File: config.mk
export PLATFORM = sky130hd
export DESIGN_NAME = bcrypt_core_rx
export DESIGN_NICKNAME = d
export VERILOG_FILES = /design/src/rtl/bcrypt_core_rx.sv
export SDC_FILE = /design/constraint.sdc
export NUM_CORES = 1
export LEC_CHECK = 0
export CELL_PAD_IN_SITES_DETAIL_PLACEMENT = 0
export CELL_PAD_IN_SITES_GLOBAL_PLACEMENT = 1
export CORE_MARGIN = 1.5
export CORE_UTILIZATION = 43
export DETAILED_ROUTE_END_ITERATION = 16
export PLACE_DENSITY_LB_ADDON = 0.1
export SYNTH_ARGS = -nofsm -noshare
export SYNTH_HDL_FRONTEND = slang
export SYNTH_SLANG_ARGS = --single-unit
File: constraint.sdc
create_clock -name CLK -period 5.05 [get_ports CLK]
set_input_delay 1.2625 -clock CLK [delete_from_list [all_inputs] [get_ports CLK]]
set_output_delay 1.2625 -clock CLK [all_outputs]
set_load 0.01 [all_outputs]
File: src/rtl/bcrypt_core_rx.sv
// Core-side receiver for the 10-bit batch bus. Reassembles LSB-first bytes
// into 32-bit words and issues single-word writes for init and data transfers.
// Protocol errors are sticky and park the FSM in ST_ERROR until reset.
module bcrypt_core_rx #(
    parameter int INIT_WORDS = 1054,
    parameter int P_WORDS    = 30,
    parameter int S_BASE     = 1024,
    parameter int DATA_WORDS = 31,
    parameter int DATA_BASE  = 32,
    parameter int ADDR_WIDTH = 11
) (
    input  logic                  CLK,
    input  logic                  rst_n,
    input  logic [7:0]            din,
    input  logic [1:0]            ctrl,
    input  logic                  rx_ready,
    output logic                  wr_en,
    output logic [ADDR_WIDTH-1:0] wr_addr,
    output logic [31:0]           wr_data,
    output logic                  init_done,
    output logic                  data_done,
    output logic                  busy,
    output logic [2:0]            error
);

    localparam logic [1:0] CTRL_IDLE       = 2'd0;
    localparam logic [1:0] CTRL_INIT_START = 2'd1;
    localparam logic [1:0] CTRL_DATA_START = 2'd2;
    localparam logic [1:0] CTRL_END        = 2'd3;

    // Word counter only has to reach INIT_WORDS-1.
    localparam int WCW = $clog2(INIT_WORDS + 1);

    typedef enum logic [1:0] {
        ST_IDLE,
        ST_RX_INIT,
        ST_RX_DATA,
        ST_ERROR
    } state_t;

    state_t                state_q;
    logic [1:0]            byte_cnt_q;
    logic [WCW-1:0]        word_cnt_q;
    // Holds the three most recent bytes; the incoming byte completes the word.
    logic [23:0]           word_q;
    logic [31:0]           word_d;
    logic [ADDR_WIDTH-1:0] addr_d;
    logic                  last_word;

    // Word assembly, target address and "this is the final word" decode.
    always_comb begin
        word_d = {din, word_q};
        if (state_q == ST_RX_INIT) begin
            last_word = (word_cnt_q == WCW'(INIT_WORDS - 1));
            // P/reserved/MW land linearly at 0; S words are relocated to S_BASE.
            if (word_cnt_q < WCW'(P_WORDS))
                addr_d = ADDR_WIDTH'(word_cnt_q);
            else
                addr_d = ADDR_WIDTH'(word_cnt_q + WCW'(S_BASE - P_WORDS));
        end else begin
            last_word = (word_cnt_q == WCW'(DATA_WORDS - 1));
            addr_d    = ADDR_WIDTH'(word_cnt_q + WCW'(DATA_BASE));
        end
    end

    // Receive FSM with registered write strobe, done pulses, busy and error.
    always_ff @(posedge CLK) begin
        if (!rst_n) begin
            state_q    <= ST_IDLE;
            byte_cnt_q <= '0;
            word_cnt_q <= '0;
            word_q     <= '0;
            wr_en      <= 1'b0;
            wr_addr    <= '0;
            wr_data    <= '0;
            init_done  <= 1'b0;
            data_done  <= 1'b0;
            busy       <= 1'b0;
            error      <= '0;
        end else begin
            wr_en     <= 1'b0;
            init_done <= 1'b0;
            data_done <= 1'b0;
            case (state_q)
                ST_IDLE: begin
                    byte_cnt_q <= '0;
                    word_cnt_q <= '0;
                    case (ctrl)
                        CTRL_INIT_START, CTRL_DATA_START: begin
                            if (!rx_ready) begin
                                error[2] <= 1'b1;
                                state_q  <= ST_ERROR;
                            end else begin
                                state_q <= (ctrl == CTRL_INIT_START) ? ST_RX_INIT : ST_RX_DATA;
                                busy    <= 1'b1;
                            end
                        end
                        CTRL_END: begin
                            error[1] <= 1'b1;
                            state_q  <= ST_ERROR;
                        end
                        CTRL_IDLE: ;
                        default: ;
                    endcase
                end
                ST_RX_INIT, ST_RX_DATA: begin
                    if (ctrl == CTRL_INIT_START || ctrl == CTRL_DATA_START) begin
                        // A START cycle carries no byte, so nothing is shifted.
                        error[1] <= 1'b1;
                        state_q  <= ST_ERROR;
                        busy     <= 1'b0;
                    end else begin
                        word_q     <= word_d[31:8];
                        byte_cnt_q <= byte_cnt_q + 2'd1;
                        if (ctrl == CTRL_END) begin
                            busy <= 1'b0;
                            if (byte_cnt_q == 2'd3 && last_word) begin
                                wr_en     <= 1'b1;
                                wr_addr   <= addr_d;
                                wr_data   <= word_d;
                                init_done <= (state_q == ST_RX_INIT);
                                data_done <= (state_q == ST_RX_DATA);
                                state_q   <= ST_IDLE;
                            end else begin
                                // Short/misaligned transfer: partial word dropped.
                                error[0] <= 1'b1;
                                state_q  <= ST_ERROR;
                            end
                        end else if (byte_cnt_q == 2'd3) begin
                            wr_en      <= 1'b1;
                            wr_addr    <= addr_d;
                            wr_data    <= word_d;
                            word_cnt_q <= word_cnt_q + WCW'(1);
                            if (last_word) begin
                                // Final word arrived without END: stop before overrunning.
                                error[0] <= 1'b1;
                                state_q  <= ST_ERROR;
                                busy     <= 1'b0;
                            end
                        end
                    end
                end
                default: ;
            endcase
        end
    end

endmodule
**Yosys cells after proc, flatten, opt, wreduce, memory -nomap -nowiden**

Index checks and enable logic that the tools add are counted.
Widths: inputs -> output; s select.

- Bits in registers: 89
- Input bits: 13
- Output and inout port bits: 50
- Logic and storage cells: 104

- Add/subtract/negate cells: 4
- $lt $le $gt $ge: 1
- Eq/ne operators: 20
- Mux-type cells: 41
- Bitwise gates (word level): 6
- Reductions and logical operators: 19

Operator list:

| kind | number |
|---|---|
| $mux 32 | 3 |
| $mux 11 | 8 |
| $pmux 11 s2 | 1 |
| $mux 1 | 16 |
| $mux 2 | 8 |
| $ne 2x2->1 const B | 7 |
| $pmux 2 s2 | 3 |
| $reduce_and 4->1 | 3 |
| $add 11x1->11 const B | 1 |
| $add 11x10->11 const B | 1 |
| $add 11x6->11 const B | 1 |
| $eq 11x11->1 const B | 1 |
| $eq 11x5->1 const B | 1 |
| $lt 11x5->1 const B | 1 |
| $reduce_and 5->1 | 2 |
| $eq 2x2->1 const B | 4 |
| $ne 4x4->1 const B | 2 |
| $not 1->1 | 6 |
| $reduce_and 3->1 | 2 |
| $reduce_bool 2->1 | 3 |
| $reduce_or 5->1 | 1 |
| $eq 2x1->1 const B | 2 |
| $ne 2x1->1 const B | 2 |
| $pmux 1 s2 | 2 |
| other kinds (8) | 10 |

**Longest topological paths before layout**

Gate-level depths: netlist of the first run.

- Depth in word-level cells: 7
- Depth in mapped cells: 10
- Mapped depth without buffers: 7

**Least setup slack after synthesis of the first run**

Ideal clock, no wire load.

- Path type: in2reg
- From: input ctrl[0]
- To: register word_cnt_q[10]
- Library setup time: 0.071 ns
- Arrival time: 2.666 ns
- Required time: 4.979 ns
- Path slack: 2.313 ns
- Stages on the path: 7
- Path buffers: 0
- Cells stage by stage: inv_1 > ha_1 > nand4bb_1 > nand2_1 > nand4_1 > or3_1 > a21oi_1

- Cells in the longest elaborated chain, start to end: 4
- Elaborated cells on any way between the ends: 7
- Classes of those cells: eq/ne: 5; reduce/logical: 2

RTL lines:

| what | line | RTL |
|---|---|---|
| start, declared | 15 | `input logic [1:0] ctrl,` |
| $eq 2x1->1 / $eq 2x2->1 (equally long branches) | 107 | `if (ctrl == CTRL_INIT_START \|\| ctrl == CTRL_DATA_START) begin` |
| $logic_or 1x1->1 | 107 |  |
| $ne 2x2->1 (no line) | - |  |
| $reduce_and 4->1 (no line) (*) | - |  |
| end signal, assigned | 133 | `word_cnt_q <= word_cnt_q + WCW'(1);` |
| end, declared | 43 | `logic [WCW-1:0] word_cnt_q;` |

Mark *: on every way between the ends. The rest lies on a longest branch, timed or not.
A chain may end at the register's enable or synchronous reset.

**Worst setup path in the final report of the first run**

- From: input ctrl[0]
- To: register wr_addr[3]

- Cells in the longest elaborated chain, start to end: 4
- Elaborated cells on any way between the ends: 9
- Classes of those cells: eq/ne: 4; mux: 1; bitwise: 1; reduce/logical: 3

RTL lines:

| what | line | RTL |
|---|---|---|
| branches (longest 4 deep; another with $reduce_and 4->1) | - |  |
| end signal, assigned | 119 | `wr_addr <= addr_d;` |
| end signal, assigned | 131 | `wr_addr <= addr_d;` |
| end, declared | 18 | `output logic [ADDR_WIDTH-1:0] wr_addr,` |

Several ways; the timed one is not identified.

==> flow_metrics.py, run 1 <==
metrics = {
    "outcome": {
        "run_status": "finished, final reports clean",
    },
    "synthesis": {
        "ys_types": 49,
        "synthTopCellsByCount": "nand2_1 (134), dfxtp_1 (89), a21boi_1 (35)",
        "async_flop_share_pct": 0,
        "yosysWarnings": 0,
        "ys.flop_type": "dfxtp_1",
        "synth.top_cell.area_share_pct": 44.3,
        "syn_area_sq_mm": 0.00402,
        "synth_edf_count": 0,
        "yosys_register_bits": 89,
        "syn_nets": 503,
        "yosysTopAreaCell": "dfxtp_1",
        "synth_cells": 476,
        "synth_area_per_cell_sq_um": 8.45,
        "yosysMostFrequentCell": "nand2_1",
        "synthTopCellsByArea": "dfxtp_1 (44%), nand2_1 (13%), a21boi_1 (6.5%)",
        "seq_area_frac_synth_pct": 44.3,
    },
    "clock_network": {
        "clk_latency_ns": 0.36,
        "cts_sinks": 89,
        "htreeDepth": 3,
        "cts_tree": "built",
        "holdBufCountCts": 0,
        "numCtsBuffers": 9,
        "clk_pin_slew_ns": 0.09,
        "cts_resized": 0,
        "root_buffer": "clkbuf_8",
        "post_cts_buffers": 0,
        "clock_path_buffers": 2,
    },
    "sta": {
        "period_minus_slack_ns": 3.53,
        "maxSlewViolCount": 0,
        "fin_skew_ns": 0.0123,
        "final.setup.worst_slack_ns": 1.52,
        "hold_violations": 0,
        "finalCritPeriodShare_pct": 70.0,
        "relSlewSlack_pct": 48.7,
        "fin_setup_tns_ns": 0,
        "setup_viol": 0,
        "max_freq_ghz": 0.283,
        "rsz0062_at_grt": "false",
        "tightest_slew_ns": 0.770,
    },
    "power_and_ir_drop": {
        "seqPwrFrac_pct": 48.4,
        "power_density_mw_per_mm2": 334,
        "intPower_mw": 1.07,
        "peakVddDrop_mv": 0.160,
        "p_clk_share_pct": 28.2,
        "combPwrFrac_pct": 23.4,
        "p_switching_mw": 0.541,
        "swShare_pct": 33.6,
        "leakage_nw": 1.73,
    },
    "critical_path": {
        "worstPathArrival_ns": 3.79,
        "start_kind": "primary input",
        "end_kind": "flip-flop",
        "path_class": "primary input to flip-flop",
        "worstPathRequired_ns": 5.31,
        "critical_path.max_fanout": 40,
    },
    "route": {
        "vias": 3334,
        "dr.first_iter.drc_count": 150,
        "wl_per_cell_um": 13.9,
        "ant_nets": 0,
        "totalWireLength_mm": 8.87,
        "drc": 0,
        "via_per_inst": 5.22,
        "drt-pass1-iter-count": 4,
    },
    "die": {
        "initial_core_util_pct": 43.9,
        "rows": 35,
        "die_x_um": 99.7,
        "coreArea_sq_mm": 0.00915,
        "chipHeight_um": 99.7,
        "ios": 63,
        "die_area_sq_mm": 0.00994,
    },
    "final_layout": {
        "layout.nets": 550,
        "drive_gt1_share_pct": 5.49,
        "area_delta_synth_final_pct": 19.8,
        "antenna_cells": 0,
        "fillers": 871,
        "fin_cells": 639,
    },
    "global_routing": {
        "grt_pass1_wl_mm": 14.9,
        "grt_max_degree": 43,
        "grtUsageMet3_pct": 4.50,
        "overflow": 0,
        "globalRouteMet1Util_pct": 27.2,
        "globalRouteTotalUtil_pct": 18.8,
        "antenna_found_initial": 0,
        "top_usage_layer": "met2",
        "met2_usage_pct": 27.5,
        "grt_pass1_vias": 3117,
    },
    "flow_run": {
        "drv_cap": 0,
    },
    "place": {
        "dp_hpwl_mm": 5.98,
        "dp.cells": 623,
        "io_buffer_count": 62,
        "place.gp.congestion": 0.841,
        "preCtsSetupSlack_ns": 1.18,
    },
    "worst_hold_path": {
        "hold_path.class": "flip-flop to flip-flop",
    },
}
-- final cells by class --
class	count	area [sq um]	area share (%)
multi-input cells	342	2010	41.8
inverters	14	52.6	1.09
repair buffers	67	653	13.6
clock inverters	6	50.0	1.04
well taps	111	139	2.88
clock buffers	10	128	2.65
flip-flops and latches	89	1780	37.0
-- sequential cells by signal, indices dropped and copies added, names as in the netlist --
register,flops
wr_data,32
word_q,24
word_cnt_q,11
wr_addr,11
error,3
byte_cnt_q,2
state_q,2
busy,1
data_done,1
init_done,1
wr_en,1
-- path summary, 6_finish.rpt --
check | depth (start not counted) | from | slack [ns] | endpoint
worst max register to register | 7 | state_q[1] | 2.31 | wr_addr[3]
worst min register to register | 2 | wr_data[3] | 0.45 | wr_data[3]
worst min-delay path | 2 | wr_data[3] | 0.45 | wr_data[3]
worst max-delay path | 8 | ctrl[0] | 1.52 | wr_addr[3]
-- per-layer routing --
layer	routed length (um)	share of wire, %
met2	3770	43
met1	4600	52
met3	414	4.7
met4	86	0.97
met5	0	0
-- stage by stage --
| step | cell area (sq um) | power (mW) | hold WS (ns) | utilization, % |
|---|---|---|---|---|
| floorplan | 4020 | 1.06 | 0.431 | - |
| global placement | 4640 | 1.17 | 0.442 | 50.7 |
| detailed placement | 4640 | 1.17 | 0.445 | 50.7 |
| CTS | 4810 | 1.63 | 0.457 | 52.6 |
| global route | 4810 | 1.71 | 0.476 | 52.6 |
| finish | 4810 | 1.61 | 0.455 | 52.6 |
-- cells by family (layout without fill, tap and decap cells) --
| logic type | Yosys count | after routing | share of synthesized area (%) |
|---|---|---|---|
| compound gates | 115 | 115 | 20.3 |
| fa+ha+maj | 14 | 14 | 4.36 |
| simple gates | 197 | 197 | 21.7 |
| mux | 3 | 3 | 0.778 |
| buf+inv | 45 | 97 | 5.76 |
| xor+xnor | 13 | 13 | 2.83 |
| flops | 89 | 89 | 44.3 |
-- power by group through the flow --
| stage | clock network [mW] | logic, mW | registers [mW] |
|---|---|---|---|
| finish | 0.453 | 0.376 | 0.777 |
| global route | 0.499 | 0.432 | 0.784 |
| CTS | 0.470 | 0.378 | 0.778 |
| detailed placement | 0 | 0.376 | 0.794 |
| global placement | 0 | 0.375 | 0.794 |
| floorplan | 0 | 0.267 | 0.789 |
-- worst max-delay path, stage by stage --
cell and delay, ns:
clkdlybuf4s50_1 0.55, inv_1 0.07, ha_1 0.36, nor2b_2 0.14, and2_1 0.22, o21a_2 0.68, o311ai_0 0.31, o211a_1 0.20
-- cell usage in the layout, fill, tap and decap left out, types with 9 or more instances in the layout --
cell type / n
clkdlybuf4s50_1: 61
clkbuf_8: 9
inv_1: 14
dfxtp_1: 89
a21oi_1: 13
ha_1: 14
a21boi_1: 35
o21ai_0: 12
nand2_1: 134
a21boi_0: 24
nor2_1: 16
Note: power is estimated with default switching activity, not from simulation.
==> inputs of run 2 (changes only) <==
Settings changed: CORE_UTILIZATION 43 to 36.
Clock period 5.05 ns to 3.25 ns, I/O delays scaled along.
==> run 2 against run 1 <==
Effect of this change: register-to-register slack worse by 1.4 ns; critical path type unchanged; sequential share of layout area shrank 0.73 points; sequential cell count is the same; highest routed layer unchanged; first-iteration DRC count is 33% lower; via count down 1.8%.
==> flow_metrics.py, run 2 (same netlist as run 1, synthesis figures left out) <==
metrics = {
    "route": {
        "drt-pass1-iter-count": 4,
        "ant_nets": 0,
        "vias": 3273,
        "dr.first_iter.drc_count": 101,
        "via_per_inst": 4.86,
        "totalWireLength_mm": 9.21,
        "drc": 0,
        "wl_per_cell_um": 13.7,
    },
    "clock_network": {
        "clk_pin_slew_ns": 0.09,
        "cts_sinks": 89,
        "holdBufCountCts": 0,
        "htreeDepth": 3,
        "cts_resized": 0,
        "cts_tree": "built",
        "clk_latency_ns": 0.36,
        "root_buffer": "clkbuf_8",
        "clock_path_buffers": 2,
        "post_cts_buffers": 0,
        "numCtsBuffers": 9,
    },
    "flow_run": {
        "drv_cap": 0,
    },
    "critical_path": {
        "end_kind": "flip-flop",
        "r2r_slack_ns": 0.89,
        "r2r_cells": 8,
        "path_class": "primary input to flip-flop",
        "worstPathRequired_ns": 3.54,
        "critical_path.max_fanout": 8,
        "crit-reg2reg-launch": "state_q[1]",
        "start_kind": "primary input",
        "critical_path.startpoint": "ctrl[0]",
        "crit_end": "word_cnt_q[10]",
        "worstPathArrival_ns": 3.07,
        "timing.rr.end": "wr_addr[10]",
    },
    "final_layout": {
        "layout.nets": 555,
        "layout_common_cells": "nand2_1 (134), dfxtp_1 (89), clkdlybuf4s50_1 (61)",
        "drive_gt1_share_pct": 6.57,
        "reg.largest.list": "wr_data (32), word_q (24)",
        "antenna_cells": 0,
        "regMostFlops": "wr_data",
        "largest_register_ff_count": 32,
        "fin_area_sq_mm": 0.00491,
        "final_common_cell": "nand2_1",
        "area_delta_synth_final_pct": 22.2,
    },
    "power_and_ir_drop": {
        "peakVddDrop_mv": 0.194,
        "power_density_mw_per_mm2": 515,
        "leakage_nw": 1.79,
        "p_total_mw": 2.53,
    },
    "global_routing": {
        "globalRouteTotalUtil_pct": 16.8,
        "overflow": 0,
        "grt_pass1_vias": 3061,
        "grt_pass1_wl_mm": 15.3,
        "antenna_found_initial": 0,
        "grt_max_degree": 42,
    },
    "die": {
        "die_x_um": 109,
        "rows": 38,
        "die_area_sq_mm": 0.0118,
        "initial_core_util_pct": 37.1,
        "chipHeight_um": 109,
        "coreArea_sq_mm": 0.0108,
        "ios": 63,
    },
    "sta": {
        "tightest_slew_ns": 0.521,
        "relSlewSlack_pct": 65.2,
        "period_minus_slack_ns": 2.78,
        "maxSlewViolCount": 0,
        "setup_viol": 0,
        "hold_violations": 0,
        "fin_skew_ns": 0.0104,
        "max_freq_ghz": 0.359,
        "rsz0062_at_grt": "false",
        "finalCritPeriodShare_pct": 85.6,
        "fin_setup_tns_ns": 0,
    },
    "place": {
        "dp_hpwl_mm": 6.12,
        "place.gp.congestion": 0.752,
        "dpl_cell_area_sq_mm": 0.00472,
        "io_buffer_count": 62,
    },
    "outcome": {
        "run_status": "finished, final reports clean",
    },
    "worst_hold_path": {
        "hold_path.class": "flip-flop to flip-flop",
    },
}
[run 2: worst min path at each step]
stage / start / endpoint / slack (ns) / depth (start not counted)
final: wr_data[3] / wr_data[3] / 0.45 / 2
after global routing: wr_data[28] / wr_data[28] / 0.47 / 2
after CTS: wr_data[24] / wr_data[24] / 0.46 / 2
after detailed placement: wr_data[24] / wr_data[24] / 0.44 / 2
after global placement: wr_data[26] / wr_data[26] / 0.44 / 2
after floorplan: word_q[0] / wr_data[0] / 0.43 / 2
[run 2: metal layers]
metal | GRT usage [%] | wire length (um) | share of wire (%) | vias up
li1 | - | - | - | 1696
met1 | 24.8 | 4880 | 53 | 1507
met2 | 23.2 | 3780 | 41 | 60
met3 | 3.35 | 414 | 4.5 | 10
met4 | 7.71 | 138 | 1.5 | 0
met5 | 0 | 0 | 0 | -
[run 2: cell type report]
cell class	count	area, sq um
clock buffer	11	151
clock inverter	5	36.3
fill	1118	5930
inverter	14	52.6
multi-input combinational	342	2010
sequential	89	1780
tap	140	175
timing repair buffer	72	703
[run 2: per-stage QoR]
stage / hold WS, ns / util, % / setup WS [ns] / instances
finish: 0.454 / 45.3 / 0.468 / 673
global route: 0.470 / 45.3 / 0.292 / 673
CTS: 0.458 / 45.3 / 0.528 / 673
detailed placement: 0.444 / 43.6 / 0.146 / 657
global placement: 0.443 / 43.6 / 0.219 / 657
floorplan: 0.431 / - / 0.963 / 476
[run 2: report_power, final]
part / total [mW] / internal, mW / switching [mW] / leakage [nW]
Combinational: 0.588 / 0.216 / 0.372 / 0.966
Sequential: 1.21 / 1.16 / 0.0490 / 0.719
Clock: 0.737 / 0.324 / 0.412 / 0.100
[run 2: critical path, stage by stage]
cell	delay [ns]
clkdlybuf4s50_1	0.54
inv_1	0.06
ha_1	0.36
nand4bb_1	0.29
nand2_1	0.29
nand4_1	0.19
or3_1	0.37
a21oi_1	0.14
==> inputs of run 3 (changes only) <==
Settings changed: TNS_END_PERCENT set to 5.
==> results of run 3 <==
Same layout as run 2: the final DEF is identical, and so are final timing and power.
